<file path="src/rtl/mdu_thread_arb.sv">
// mdu_thread_arb: round-robin arbiter and fixed-latency sequencer for the shared multiplier and divider.
// Each unit is an independent instance of mdu_arb_unit; all outputs are registered.
module mdu_arb_unit #(
    parameter int LAT = 5
) (
    input  logic       clk,
    input  logic       rst_l,
    input  logic [3:0] req,
    input  logic [3:0] kill,
    output logic [3:0] gnt,
    output logic [3:0] done,
    output logic [3:0] wt,
    output logic       busy
);
    logic       busy_q, busy_d, ov_q, ov_d;
    logic [5:0] cnt_q, cnt_d;
    logic [1:0] owner_q, owner_d, rr_q, rr_d, pick;
    logic [3:0] gnt_q, gnt_d, done_q, done_d, wt_q, wt_d, elig;
    logic       expire, free, grant, owner_kill;

    always_comb begin
        expire     = busy_q && cnt_q == 6'd1;
        free       = !busy_q || expire;
        owner_kill = kill[owner_q];
        for (int t = 0; t < 4; t++)
            elig[t] = req[t] && !kill[t] && !(busy_q && owner_q == 2'(t) && !expire);
        // Descending scan so the nearest thread after rr_q is the one that sticks
        pick = rr_q;
        for (int k = 4; k >= 1; k--)
            if (elig[rr_q + 2'(k)]) pick = rr_q + 2'(k);
        grant   = free && |elig;
        gnt_d   = grant ? 4'b0001 << pick : 4'b0000;
        done_d  = (expire && ov_q && !owner_kill) ? 4'b0001 << owner_q : 4'b0000;
        busy_d  = grant || (busy_q && !expire);
        cnt_d   = grant ? 6'(LAT) : busy_q ? cnt_q - 6'd1 : cnt_q;
        owner_d = grant ? pick : owner_q;
        ov_d    = grant || (ov_q && !owner_kill);
        rr_d    = grant ? pick : rr_q;
        for (int t = 0; t < 4; t++)
            wt_d[t] = (elig[t] && !gnt_d[t]) || (busy_d && owner_d == 2'(t) && ov_d);
    end

    always_ff @(posedge clk) begin
        if (!rst_l) begin
            busy_q  <= 1'b0;
            cnt_q   <= 6'd0;
            owner_q <= 2'd0;
            ov_q    <= 1'b0;
            rr_q    <= 2'd3;
            gnt_q   <= 4'b0000;
            done_q  <= 4'b0000;
            wt_q    <= 4'b0000;
        end else begin
            busy_q  <= busy_d;
            cnt_q   <= cnt_d;
            owner_q <= owner_d;
            ov_q    <= ov_d;
            rr_q    <= rr_d;
            gnt_q   <= gnt_d;
            done_q  <= done_d;
            wt_q    <= wt_d;
        end
    end

    assign gnt  = gnt_q;
    assign done = done_q;
    assign wt   = wt_q;
    assign busy = busy_q;
endmodule

module mdu_thread_arb #(
    parameter int MUL_LAT = 5,
    parameter int DIV_LAT = 34
) (
    input  logic       clk,
    input  logic       rst_l,
    input  logic [3:0] mul_req,
    input  logic [3:0] div_req,
    input  logic [3:0] kill,
    output logic [3:0] mul_gnt,
    output logic [3:0] div_gnt,
    output logic [3:0] mul_done,
    output logic [3:0] div_done,
    output logic [3:0] mul_wait,
    output logic [3:0] div_wait,
    output logic       mul_busy_e,
    output logic       div_busy_e
);
    mdu_arb_unit #(.LAT(MUL_LAT)) u_mul (
        .clk(clk), .rst_l(rst_l), .req(mul_req), .kill(kill),
        .gnt(mul_gnt), .done(mul_done), .wt(mul_wait), .busy(mul_busy_e)
    );

    mdu_arb_unit #(.LAT(DIV_LAT)) u_div (
        .clk(clk), .rst_l(rst_l), .req(div_req), .kill(kill),
        .gnt(div_gnt), .done(div_done), .wt(div_wait), .busy(div_busy_e)
    );
endmodule

</file>
<file path="config.mk">
export PLATFORM = sky130hd
export DESIGN_NAME = mdu_thread_arb
export DESIGN_NICKNAME = d
export VERILOG_FILES = /design/src/rtl/mdu_thread_arb.sv
export SDC_FILE = /design/constraint.sdc
export NUM_CORES = 1
export LEC_CHECK = 0
export BUFFER_PORTS_ARGS = -buffer_cell sky130_fd_sc_hd__buf_2
export CORE_ASPECT_RATIO = 0.75
export CORE_MARGIN = 2
export CORE_UTILIZATION = 40
export CTS_CLUSTER_SIZE = 16
export DETAILED_ROUTE_END_ITERATION = 10
export PLACE_DENSITY_LB_ADDON = 0.25
export SYNTH_ARGS = -nofsm -noshare
export SYNTH_HDL_FRONTEND = slang
export SYNTH_HIERARCHICAL = 1
export SYNTH_SLANG_ARGS = --single-unit
</file>
<file path="constraint.sdc">
create_clock -name clk -period 5.6 [get_ports clk]
set_input_delay 0.28 -clock clk [delete_from_list [all_inputs] [get_ports clk]]
set_output_delay 0.28 -clock clk [all_outputs]
set_load 0.1 [all_outputs]
</file>
==> results of run 1 <==
[cells by family (layout without fill, tap and decap cells)]
group	Yosys count	count (layout)	synth area share [%]
compound gates	75	75	23.2
xor+xnor	10	10	3.68
fa+ha+maj	4	4	2.10
buf+inv	20	59	3.58
flops	48	48	40.4
mux	4	4	2.26
simple gates	110	110	24.8
[sequential cells by signal, summed over array words and instances, names as in the netlist]
name,cells
u_mul/done,4
u_div/gnt,4
u_div/rr_q,2
u_mul/busy,1
u_div/busy,1
u_mul/ov_q,1
u_div/ov_q,1
u_mul/cnt_q,6
u_mul/gnt,4
u_div/owner_q,2
u_div/cnt_q,6
u_div/done,4
u_mul/wt,4
u_div/wt,4
u_mul/owner_q,2
u_mul/rr_q,2
[worst register-to-register path, stage by stage (launching register included)]
cell,delay (ns)
dfxtp_1,0.39
ha_1,0.17
or4b_4,0.49
o2111ai_2,0.27
a211oi_1,0.12
o32a_1,0.40
nor3_2,0.29
a21oi_1,0.13
o21a_1,0.19
[cell type report]
class / count / area (um^2)
well taps: 78 / 97.6
inverters: 12 / 45.0
flip-flops and latches: 48 / 961
clock inverters: 2 / 35.0
clock buffers: 6 / 72.6
fillers: 571 / 3030
multi-input cells: 203 / 1330
repair buffers: 39 / 195
[per-stage QoR]
step,hold slack (ns),utilization [%]
after floorplan,0.460,-
after global placement,0.480,45.7
after detailed placement,0.487,45.7
after CTS,0.353,47.5
after global routing,0.396,47.5
final,0.360,47.5
[placed cells by master, fill, tap and decap left out, types with 3 or more instances in the layout]
cell type	count
nor3_1	8
dfxtp_1	48
nor4_1	3
nand2_1	16
inv_1	12
a211o_1	3
and3_1	9
nor2b_1	9
nor3b_1	3
o21ai_0	11
a21o_1	4
nand4_1	3
nand2b_1	8
clkbuf_8	5
a211oi_1	3
o31ai_1	5
ha_1	4
and2b_1	3
o211ai_1	3
xnor2_1	7
buf_2	39
a21oi_1	19
o21ai_1	3
nand3_1	7
xor2_1	3
nor2_1	30
[metal layers]
metal	wire, um	GRT usage, %	share of wire [%]	up-vias
li1	-	-	-	1054
met4	73	4.41	1.3	0
met3	376	5.32	6.7	7
met2	2270	25.4	40	75
met1	2900	26.8	52	947
met5	0	0	0	-
[report_power, final]
part           internal (uW)  total, uW  switching [uW]
Clock                    133        248             116
Combinational           86.1        287             201
Sequential               372        405            32.5
[how the worst max path moves through the flow]
stage | from | end | slack [ns]
after global placement | u_div/cnt_q[1] | u_div/wt[1] | 3.12
final | u_div/cnt_q[0] | u_div/wt[1] | 3.06
after global routing | u_div/cnt_q[0] | u_div/wt[2] | 2.69
after detailed placement | u_div/cnt_q[1] | u_div/wt[1] | 3.13
after CTS | u_div/cnt_q[1] | u_div/wt[1] | 3.13
after floorplan | u_div/busy | u_div/wt[1] | 2.91
==> run_results.csv, run 1 <==
group,metric,value,unit
timing,slew_violations,0,
place,dp.cells,380,
clock_network,clk_pin_slew_worst_paths,0.09,ns
setup_path,slowest_delay,0.49,ns
timing,setup_viol_count_final,0,
power,powerDensity,343,mW/mm^2
timing,period_needed,2.54,ns
setup_path,crit_path_start_kind,"flop",
yosys,ys_seq_elements,48,
floorplanning,die_height,70.8,um
floorplanning,initial_utilization,41.3,%
yosys,ys_async_sr_fraction,0,%
cells_and_area,nets,327,
global_route,first_global_vias,1914,
yosys,synthTopCellsByCount,"dfxtp_1, nor2_1, a21oi_1, nand2_1, inv_1",
setup_path,path_cells,"ha_1, or4b_4, o2111ai_2, a211oi_1, o32a_1, nor3_2, a21oi_1, o21a_1",
cells_and_area,drive_gt1_share,19.4,%
yosys,synthCells,271,
global_route,grt_overflow_total,0,
floorplanning,die_w,93.1,um
timing,rsz0062_at_grt,"no",
route,ant_nets,0,
timing,worst_slew_pin_slew,0.613,ns
timing,relSlewSlack,58.6,%
setup_path,rr_endpoint,"u_div/wt[1]",
yosys,synth_edf_count,0,
clock_network,clk_latency,0.31,ns
setup_path,criticalPathCategory,"reg -> reg",
global_route,grt_pass1_wl,9.37,mm
yosys,ys_top_cells_by_area,"dfxtp_1, nor2_1, a21oi_1, xnor2_1, nand2_1",
global_route,antenna_found_initial,0,
clock_network,cts_buffers,5,
timing,fin_setup_tns,0,ns
setup_path,critPathMaxFanout,4,
power,power.static_leakage,0.00118,uW
cells_and_area,diodes,0,
clock_network,postCtsHoldBufs,0,
route,wl_per_cell,14.5,um
setup_path,reg2regPathDepth,8,
setup_path,cp_num_buf_inv,0,
clock_network,clk_path_buf_depth,2,
power,total_power,940,uW
route,routed-via-count,2083,
route,vias_per_cell,5.37,
yosys,yosysUniqueCellTypes,60,
hold_path,hold_path_startpoint,"rst_l",
timing,fmax,393,MHz
clock_network,h-tree-depth,2,
setup_path,critical_path_depth,8,
global_route,grt.total_usage,18.0,%
hold_path,min_to,"u_div/rr_q[0]",
floorplanning,ioPinCount,40,
cells_and_area,area_growth,15.1,%
clock_network,post-cts-setup-buffer-count,0,
run_status,status,"finished clean",
clock_network,clock_sinks,48,
clock_network,cts_tree,"built",
place,postPlaceCellArea,0.00263,mm^2
timing,hold_viol_final,0,
timing,layout_setup_ws,3.06,ns
timing,clock_skew,0.00746,ns
yosys,syn_nets,289,
yosys,synth.yosys.seq_area_share,40.4,%
setup_path,cp.arrival,2.75,ns
yosys,yosysMostFrequentCell,"dfxtp_1",
route,routed_wl,5.61,mm
route,drcViolationCount,0,
global_route,grt_max_degree,23,
setup_path,worstPathRequired,5.81,ns
yosys,synthesis.area,0.00238,mm^2
run,maxCapViolCount,0,
cells_and_area,final_area,0.00274,mm^2
setup_path,crit_path_end_kind,"flop",
hold_path,min_path_type,"in -> reg",
yosys,synth.avg_cell_area,8.78,um^2
hold_path,hold_path_depth,2,
yosys,synth_largest_area_cell,"dfxtp_1",
place,place_hpwl,4.23,mm
yosys,yosysWarnings,6,
setup_path,worstReg2RegStart,"u_div/cnt_q[0]",
route,drt_iter0_markers,197,
route,drtPass1Iterations,4,
place,place_ws,3.13,ns
power,peakVddDrop,133,uV
setup_path,critPathTopFamily,"compound AO/OA/AOI/OAI gates",
place,numPortBuffers,39,
cells_and_area,final_cell_count_no_fill,388,
clock_network,cts_resized,0,
setup_path,rrSetupSlack,3.06,ns
yosys,synthFlopType,"dfxtp_1",
yosys,synth_top_area_share,40.4,%
floorplanning,die_area,0.00659,mm^2
place,gp_congestion,0.934,
floorplanning,design.core.area,0.00577,mm^2
setup_path,slowest_stage,"or4b_4",
floorplanning,core.rowCount,24,
timing,fin_crit_sh,45.4,%
clock_network,root_buffer,"clkbuf_8",
(Power assumes the default switching activity.)
==> run 2: changes to the inputs <==
ABC_AREA = 1   (was default)
clock period = 2.6 ns   (was 5.6 ns; I/O delays follow)
==> run_results.csv, run 2 <==
group,metric,value,unit
route,ant_nets,0,
hold_path,hold_path_depth,2,
yosys,yosysMostFrequentCell,"nand2_1",
route,routed_wl,6.45,mm
clock_network,cts_tree,"built",
route,drtPass1Iterations,5,
setup_path,path_cells,"inv_1, ha_1, nand3_4, nand3_2, nand2_2, nand2_2, nor3_4, nor2_4, inv_2, nand2_1, o21ai_1, nor2_1, nand2_1, a21oi_2",
clock_network,postCtsHoldBufs,0,
setup_path,crit_path_end_kind,"flop",
yosys,synth_top_area_share,35.3,%
global_route,grt_max_degree,15,
cells_and_area,top_regs,"u_div/cnt_q: 6 flops, u_mul/cnt_q: 6 flops",
timing,hold_slack,0.177,ns
cells_and_area,layout_commonest_cell,"nand2_1",
yosys,synth.avg_cell_area,7.20,um^2
yosys,synthCells,378,
setup_path,critPathMaxFanout,11,
hold_path,min_path_type,"in -> reg",
yosys,yosysWarnings,6,
timing,hold_viol_final,0,
yosys,ys_seq_elements,48,
floorplanning,design.core.area,0.00644,mm^2
route,vias_per_cell,5.03,
place,numPortBuffers,39,
yosys,synth_largest_area_cell,"dfxtp_1",
power,powerDensity,905,mW/mm^2
global_route,grt_overflow_total,0,
timing,clock_skew,0.00327,ns
global_route,grt.total_usage,18.4,%
yosys,synth.yosys.seq_area_share,35.3,%
global_route,antenna_found_initial,0,
setup_path,worstPathRequired,2.78,ns
timing,setup_viol_count_final,0,
timing,rsz0062_at_grt,"no",
power,switching_share,45.5,%
yosys,ys_top_cells_by_area,"dfxtp_1, nand2_1, nor2_1, nand3_1, nand3_2",
cells_and_area,final_util,48.3,%
power,power.static_leakage,0.00152,uW
floorplanning,die_w,99.2,um
run_status,status,"finished clean",
power,clockPowerShare,22.3,%
route,drcViolationCount,0,
yosys,syn_nets,396,
power,power_frac_comb,44.3,%
setup_path,reg2regPathDepth,14,
yosys,yosysUniqueCellTypes,36,
global_route,grt_pass1_wl,11.0,mm
timing,relSlewSlack,66.6,%
route,routed-via-count,2508,
cells_and_area,diodes,0,
clock_network,clk_pin_slew_worst_paths,0.09,ns
floorplanning,die_height,75.4,um
setup_path,slowest_stage,"dfxtp_1",
timing,fin_setup_tns,0,ns
clock_network,clk_latency,0.30,ns
setup_path,worstReg2RegStart,"u_mul/cnt_q[1]",
power,p_int,1540,uW
power,switchingPower,1280,uW
power,p_seq_share,33.4,%
timing,fin_crit_sh,81.8,%
yosys,synthTopCellsByCount,"nand2_1, dfxtp_1, nor2_1, inv_1, nand3_1",
floorplanning,ioPinCount,40,
clock_network,cts_resized,0,
setup_path,rrSetupSlack,0.47,ns
floorplanning,die_area,0.00749,mm^2
cells_and_area,nets,436,
clock_network,root_buffer,"clkbuf_8",
setup_path,rr_endpoint,"u_mul/wt[0]",
setup_path,cp.arrival,2.31,ns
floorplanning,core.rowCount,25,
clock_network,h-tree-depth,2,
place,gp_congestion,0.894,
clock_network,post-cts-setup-buffer-count,0,
setup_path,critPathLaunch,"u_mul/cnt_q[1]",
clock_network,clock_sinks,48,
cells_and_area,final_cell_mix,"nand2_1, dfxtp_1, nor2_1, buf_2, inv_1",
place,place_hpwl,5.05,mm
run,maxCapViolCount,0,
setup_path,crit_path_start_kind,"flop",
cells_and_area,drive_gt1_share,29.2,%
yosys,synth_edf_count,0,
setup_path,slowest_delay,0.35,ns
hold_path,hold_path_startpoint,"rst_l",
timing,worst_slew_pin_slew,0.500,ns
cells_and_area,area_growth,14.5,%
yosys,ys_async_sr_fraction,0,%
power,peakVddDrop,299,uV
hold_path,min_to,"u_mul/rr_q[0]",
timing,period_needed,2.13,ns
timing,fmax,470,MHz
route,wl_per_cell,12.9,um
floorplanning,initial_utilization,42.2,%
timing,slew_violations,0,
clock_network,cts_buffers,5,
setup_path,criticalPathCategory,"reg -> reg",
yosys,synthesis.area,0.00272,mm^2
route,drt_iter0_markers,219,
clock_network,clk_path_buf_depth,2,
yosys,synthFlopType,"dfxtp_1",
global_route,first_global_vias,2338,
-- run 2: changes by cell type after synthesis, moves of 8 or more --
cell and change:
nand2_1 +61, nor2_1 +17, nand2_2 +17, and3_1 -9
nand3_1 +25, nor2_2 +12, inv_2 +9, nand2b_1 -8
nor2b_1 -9, inv_1 +24, nand3_2 +16
-- run 2: metrics by stage --
stage / instance area, um^2 / total power (uW) / worst slack, ns / instances
3_5_place_dp: 2990 / 2190 / 0.501 / 492
2_1_floorplan: 2720 / 1980 / 0.177 / 378
3_3_place_gp: 2990 / 2180 / 0.607 / 492
6_report: 3120 / 2820 / 0.472 / 499
5_1_grt: 3120 / 3000 / 0.282 / 499
4_1_cts: 3120 / 2820 / 0.488 / 499
-- run 2: worst max-delay path by stage --
stage             endpoint  slack, ns
6_report       u_mul/wt[0]       0.47
5_1_grt        u_mul/wt[0]       0.28
4_1_cts        u_mul/wt[0]       0.49
3_5_place_dp   u_mul/wt[0]       0.50
3_3_place_gp   u_mul/wt[0]       0.61
2_1_floorplan  u_mul/wt[1]       0.18
-- run 2: logic make-up (layout without fill, tap and decap cells) --
logic type	after synthesis	count (layout)	synth area share, %
and+or+nand+nor	229	229	44.7
adders and majority gates	4	4	1.84
AOI/OAI and AO/OA	36	36	8.23
DFF	48	48	35.3
xor gates and xnor gates	5	5	1.61
buffers and inverters	56	96	8.28
-- run 2: critical path, delay by kind of cell, from the launching register on --
kind | cells | cell delay [ns]
adders and majority gates | 1 | 0.21
and+or+nand+nor | 9 | 1.03
buffers and inverters | 2 | 0.23
DFF | 1 | 0.35
AOI/OAI and AO/OA | 2 | 0.19
-- run 2: layer usage --
layer	vias up	routed length, um	global-route usage, %
li1	1289	-	-
met1	1118	3440	27.4
met2	94	2470	26.6
met3	7	480	4.31
met4	0	62	5.48
met5	-	0	0
-- run 2: power groups by stage --
stage | clock [uW] | sequential, uW | combinational, uW
finish | 628 | 941 | 1250
global route | 669 | 959 | 1370
CTS | 643 | 940 | 1240
detailed placement | 0 | 956 | 1240
global placement | 0 | 954 | 1230
floorplan | 0 | 1240 | 742
-- run 2: area by class of cell --
type | count | area [um^2]
Fill cell | 650 | 3330
Multi-Input combinational cell | 274 | 1540
Sequential cell | 48 | 961
Timing Repair Buffer | 40 | 203
Inverter | 49 | 186
Tap cell | 81 | 101
Clock buffer | 5 | 68.8
Clock inverter | 2 | 60.1
